--- src/rtl/mult_div_unit.sv ---
// rtl/mult_div_unit.sv - iterative multiply/divide unit with HI/LO registers
//
// Purpose: 32-cycle shift-add multiplier and restoring divider feeding the
// architectural HI/LO pair, plus direct MTHI/MTLO writes.
// Build option: define MDU_DIV_EN to include the divider; without it DIV/DIVU
// are accepted as no-ops and no divider logic is built.
// Ports:
//   clk        - single clock, rising edge
//   rst        - synchronous active-high reset
//   start      - operation request, only accepted while idle
//   op[2:0]    - 000 MULT, 001 MULTU, 010 DIV, 011 DIVU, 100 MTHI, 101 MTLO,
//                110/111 no-op
//   A[31:0]    - first operand (rs), source for MTHI/MTLO
//   B[31:0]    - second operand (rt)
//   busy       - iterative operation in progress (registered)
//   hi, lo     - architectural HI/LO registers
module mult_div_unit (
  input  logic        clk,
  input  logic        rst,
  input  logic        start,
  input  logic [2:0]  op,
  input  logic [31:0] A,
  input  logic [31:0] B,
  output logic        busy,
  output logic [31:0] hi,
  output logic [31:0] lo
);

  typedef enum logic [1:0] {IDLE, MUL, DIV} state_t;

  state_t      state;
  logic [4:0]  cnt;
  // p holds {partial product, multiplier} for MUL and {remainder, dividend/quotient}
  // for DIV; d holds the multiplicand or divisor magnitude.
  logic [63:0] p;
  logic [31:0] d;
  logic        neg_q;

  logic [31:0] a_mag;
  logic [31:0] b_mag;
  logic [32:0] mul_sum;
  logic [63:0] mul_next;
  logic [63:0] mul_prod;

`ifdef MDU_DIV_EN
  logic        neg_r;
  logic        dz;
  logic [31:0] a_raw;
  logic [32:0] div_trial;
  logic [63:0] div_next;
  logic [31:0] div_q;
  logic [31:0] div_r;
`endif

  // Signed ops (op[0] == 0) work on magnitudes; the sign is restored at the end.
  always_comb begin
    a_mag = (!op[0] && A[31]) ? (32'd0 - A) : A;
    b_mag = (!op[0] && B[31]) ? (32'd0 - B) : B;
  end

  // One shift-add step: add multiplicand to upper half when the current
  // multiplier bit is set, then shift the whole register right.
  always_comb begin
    mul_sum  = {1'b0, p[63:32]} + {1'b0, d};
    mul_next = p[0] ? {mul_sum, p[31:1]} : {1'b0, p[63:32], p[31:1]};
    mul_prod = neg_q ? (64'd0 - mul_next) : mul_next;
  end

`ifdef MDU_DIV_EN
  // One restoring step: shift the next dividend bit into the remainder and
  // keep the subtraction only if it did not go negative.
  always_comb begin
    div_trial = {p[63:32], p[31]} - {1'b0, d};
    div_next  = div_trial[32] ? {p[62:0], 1'b0} : {div_trial[31:0], p[30:0], 1'b1};
    if (dz) begin
      div_q = 32'hFFFF_FFFF;
      div_r = a_raw;
    end else begin
      div_q = neg_q ? (32'd0 - div_next[31:0])  : div_next[31:0];
      div_r = neg_r ? (32'd0 - div_next[63:32]) : div_next[63:32];
    end
  end
`endif

  always_ff @(posedge clk) begin
    if (rst) begin
      state <= IDLE;
      busy  <= 1'b0;
      hi    <= 32'h0;
      lo    <= 32'h0;
      cnt   <= 5'd0;
      p     <= 64'd0;
      d     <= 32'd0;
      neg_q <= 1'b0;
`ifdef MDU_DIV_EN
      neg_r <= 1'b0;
      dz    <= 1'b0;
      a_raw <= 32'd0;
`endif
    end else begin
      case (state)
        IDLE: begin
          if (start) begin
            case (op)
              3'b000, 3'b001: begin
                p     <= {32'd0, b_mag};
                d     <= a_mag;
                neg_q <= !op[0] && (A[31] ^ B[31]);
                cnt   <= 5'd0;
                state <= MUL;
                busy  <= 1'b1;
              end
`ifdef MDU_DIV_EN
              3'b010, 3'b011: begin
                p     <= {32'd0, a_mag};
                d     <= b_mag;
                neg_q <= !op[0] && (A[31] ^ B[31]);
                neg_r <= !op[0] && A[31];
                dz    <= (B == 32'd0);
                a_raw <= A;
                cnt   <= 5'd0;
                state <= DIV;
                busy  <= 1'b1;
              end
`endif
              3'b100: hi <= A;
              3'b101: lo <= A;
              default: ;
            endcase
          end
        end
        MUL: begin
          cnt <= cnt + 5'd1;
          p   <= mul_next;
          if (cnt == 5'd31) begin
            hi    <= mul_prod[63:32];
            lo    <= mul_prod[31:0];
            state <= IDLE;
            busy  <= 1'b0;
          end
        end
`ifdef MDU_DIV_EN
        DIV: begin
          cnt <= cnt + 5'd1;
          p   <= div_next;
          if (cnt == 5'd31) begin
            hi    <= div_r;
            lo    <= div_q;
            state <= IDLE;
            busy  <= 1'b0;
          end
        end
`endif
        default: begin
          state <= IDLE;
          busy  <= 1'b0;
        end
      endcase
    end
  end

endmodule

--- config.mk ---
export PLATFORM = sky130hd
export DESIGN_NAME = mult_div_unit
export DESIGN_NICKNAME = d
export VERILOG_FILES = /design/src/rtl/mult_div_unit.sv
export SDC_FILE = /design/constraint.sdc
export NUM_CORES = 1
export LEC_CHECK = 0
export CAP_MARGIN = 20
export CORE_MARGIN = 4
export CORE_UTILIZATION = 45
export DETAILED_ROUTE_END_ITERATION = 10
export GPL_TIMING_DRIVEN = 0
export PLACE_DENSITY_LB_ADDON = 0.15
export RECOVER_POWER = 100
export SYNTH_ARGS = -nofsm -noshare
export SYNTH_HDL_FRONTEND = slang
export SYNTH_SLANG_ARGS = --single-unit
--- constraint.sdc ---
create_clock -name clk -period 10.94 [get_ports clk]
set_clock_uncertainty 0.1 [all_clocks]
set_input_delay 1.641 -clock clk [delete_from_list [all_inputs] [get_ports clk]]
set_output_delay 1.641 -clock clk [all_outputs]
set_load 0.05 [all_outputs]
==> impl_metrics.env <==
export IMPL_synthMuxAreaShare_pct=3.61
export IMPL_cellPowerDensity_nw_per_um2=116
export IMPL_fin_crit_sh_pct=49.0
export IMPL_cpMostUsedCell="nor4_1"
export IMPL_cts_tree="done"
export IMPL_maxSlewViolCount=9
export IMPL_clock_sinks=167
export IMPL_swShare_pct=29.0
export IMPL_fill_cells=2492
export IMPL_yosys_warnings=0
export IMPL_drive_gt1_share_pct=3.21
export IMPL_first_iter_violations=1048
export IMPL_p_int_w=0.00116
export IMPL_cp_start_kind="input pin"
export IMPL_grt_usage_pct=29.1
export IMPL_synth_top_family_by_area="compound AO/OA/AOI/OAI gates"
export IMPL_max_freq_mhz=186
export IMPL_vias_per_cell=6.08
export IMPL_dr_pass1_iters=6
export IMPL_yosys_area_share_simple_pct=22.5
export IMPL_cts_resized_gates=0
export IMPL_combPwrFrac_pct=18.5
export IMPL_regToRegSetupSlack_ns=5.86
export IMPL_worstReg2RegStart="p[33]$_SDFFE_PP0P_"
export IMPL_maxCapViolCount=1
export IMPL_violations="max-capacitance violations, max-slew violations"
export IMPL_synth_compound_area_share_pct=27.9
export IMPL_crit_fanout=6
export IMPL_ys_seq_area_share_pct=28.4
export IMPL_status="finished, violations left"
export IMPL_area_growth_syn_to_layout_pct=20.1
export IMPL_clkPwrFrac_pct=41.9
export IMPL_crit_chain="dlygate4sd3_1, or3_1, or3_1, nor4_1, nand2_1, nor4_1, nand2_1, nor4_1, a31oi_1, xnor2_1, a211oi_1"
export IMPL_max_stage_delay_ns=0.72
export IMPL_ant_nets=0
export IMPL_pin_count=135
export IMPL_post_cts_buffers=0
export IMPL_setup_viol=0
export IMPL_post_dp_cell_area_um2=13500
export IMPL_holdCritStartpoint="d[0]$_SDFFE_PP0P_"
export IMPL_cp_slowest_cell="nor4_1"
export IMPL_clockBufferDepth=2
export IMPL_fin_nets=1840
export IMPL_synth_top_flop_cell="dfxtp_1"
export IMPL_h_tree_depth=4
export IMPL_synth_edff_count=0
export IMPL_grt_pass1_vias=11900
export IMPL_ys_seq_elements=167
export IMPL_ctsHoldBuffers=0
export IMPL_vias=12600
export IMPL_setup_tns_ns=0
export IMPL_crit_type="in2reg"
export IMPL_holdWs_ns=0.371
export IMPL_grt_setup_unrepaired="no"
export IMPL_synth_area_leaders="dfxtp_1, nor2_1, a21oi_1, a211oi_1, xor2_1"
export IMPL_arrival_ns=5.62
export IMPL_cts_reportedPaths_clkPinSlew_ns=0.07
export IMPL_placementRows=58
export IMPL_grt_max_degree=17
export IMPL_end_kind="flip-flop"
export IMPL_finalHoldViolCount=0
export IMPL_worst_skew_pair_late_latency_ns=0.44
export IMPL_synthAdderAreaFrac_pct=4.10
export IMPL_grt_pass1_wl_um=66100
export IMPL_p_seq_share_pct=39.6
export IMPL_ff_latch_area_um2=3340
export IMPL_dp_hpwl_um=34200
export IMPL_synth_area_um2=11800
export IMPL_die_x_um=170
export IMPL_multi_input_area_um2=7870
export IMPL_core_area_um2=25500
export IMPL_syn_inst=1582
export IMPL_cp_required_ns=11.20
export IMPL_synth_top_cell_by_area="dfxtp_1"
export IMPL_synth_area_per_cell_um2=7.44
export IMPL_worstSetupStartpoint="A[4]"
export IMPL_crit_buf_inv=1
export IMPL_worstHoldPathType="reg2reg"
export IMPL_slew_headroom_pct=-2.47
export IMPL_leakage_nw=5.35
export IMPL_gp_congestion=0.930
export IMPL_overflow=0
export IMPL_root_buffer="clkbuf_16"
export IMPL_numCtsBuffers=17
export IMPL_io_buffers=131
export IMPL_p_switching_w=0.000476
export IMPL_peakVddDrop_uv=114
export IMPL_synthXorXnorAreaFrac_pct=8.85
export IMPL_wire_per_inst_um=20.8
export IMPL_drt_wl_total_um=43100
export IMPL_drc=0
export IMPL_antenna_found_initial=0
export IMPL_start_util_pct=46.2
export IMPL_worst_slew_pin_slew_ns=1.53
export IMPL_syn_num_nets=1690
export IMPL_period_needed_ns=5.36
export IMPL_diodes=0
export IMPL_dieArea_um2=28800
export IMPL_synthDistinctLibCells=75
export IMPL_finish_utilization_pct=55.5
export IMPL_synth_top_area_share_pct=28.4
export IMPL_crit_family="simple AND/OR/NAND/NOR gates"
export IMPL_fin_area_um2=14100
export IMPL_fp_dieH_um=170
export IMPL_async_flop_share_pct=0
## kinds of logic after synthesis
kind of cell,after synthesis
compound gates,510
xor+xnor,119
fa+ha+maj,38
buf+inv,143
flops,167
mux,41
simple gates,564
## registers in the layout, indices dropped and copies added, names as in the netlist
signal  cells
cnt         5
busy        1
d          32
neg_q       1
lo         32
p          64
hi         32
## synthesized netlist by cell type, drive strengths merged, types with 8 or more instances
cell type and instances:
a21o 12, xor2 64, mux2i 29, a31oi 16, nand4 12, or4 9, nand3 18, nor4 21
a311oi 12, dfxtp 167, o31ai 20, nor3 37, nand2 104, mux2 12, o21ai 87, nand2b 13
inv 31, a211oi 100, o21a 9, a221oi 10, xnor2 55, or3 23, ha 37, a21oi 165
o41ai 10, buf 8, and3 32, clkbuf 104, nor2 260
## through the flow
step,power [W],setup WS (ns),cells
5_1_grt,0.00169,5.29,2074
3_3_place_gp,0.000961,5.28,2043
4_1_cts,0.00164,5.72,2074
2_1_floorplan,0.000845,6.56,1582
6_report,0.00164,5.58,2074
3_5_place_dp,0.000964,5.28,2043
## worst paths after layout
check             cells after the start                   to
setup reg to reg                     12  hi[31]$_SDFFE_PP0P_
hold reg to reg                       2    d[0]$_SDFFE_PP0P_
hold / removal                        2    d[0]$_SDFFE_PP0P_
setup / recovery                     11   d[27]$_SDFFE_PP0P_
## layout make-up
type | instances | area share [%]
Sequential cell | 167 | 23.6
Tap cell | 330 | 2.92
Clock inverter | 12 | 1.58
Clock buffer | 19 | 3.06
Inverter | 31 | 0.823
Buffer | 112 | 3.01
Multi-Input combinational cell | 1272 | 55.7
Timing Repair Buffer | 131 | 9.27
## cells in the final DEF (no fill, tap or decap), types with 55 or more instances in the layout
| master | instances |
|---|---|
| a211oi_1 | 100 |
| dlygate4sd3_1 | 70 |
| clkdlybuf4s50_1 | 61 |
| dfxtp_1 | 167 |
| o21ai_0 | 86 |
| nor2_1 | 260 |
| xor2_1 | 64 |
| xnor2_1 | 55 |
| a21oi_1 | 165 |
| clkbuf_1 | 106 |
| nand2_1 | 104 |
## worst reg2reg max path, cell delays in order, from the launching register on
cell,delay [ns]
dfxtp_1,0.44
ha_1,0.27
a211oi_1,0.57
o31a_1,0.42
a21oi_1,0.23
o21ai_0,0.24
o211ai_1,0.26
or4b_2,0.72
or4_1,0.57
or3_1,0.47
o41a_1,0.37
xnor2_1,0.19
o22ai_1,0.11
## layer usage
| metal | vias to the layer above | GRT usage [%] | share of wire [%] |
|---|---|---|---|
| met1 | 5868 | 36.7 | 41 |
| li1 | 6078 | - | - |
| met2 | 557 | 50.0 | 47 |
| met4 | 0 | 11.1 | 3.8 |
| met3 | 103 | 4.36 | 7.5 |
| met5 | - | 0 | 0 |
## power groups by stage
stage          Clock, W  Sequential [W]  Combinational (W)
6_report       0.000687        0.000649           0.000304
5_1_grt        0.000715        0.000651           0.000329
4_1_cts        0.000689        0.000648           0.000303
3_5_place_dp          0        0.000662           0.000302
3_3_place_gp          0        0.000662           0.000299
2_1_floorplan         0        0.000677           0.000169
No activity file was read; power rests on OpenSTA's default activity.
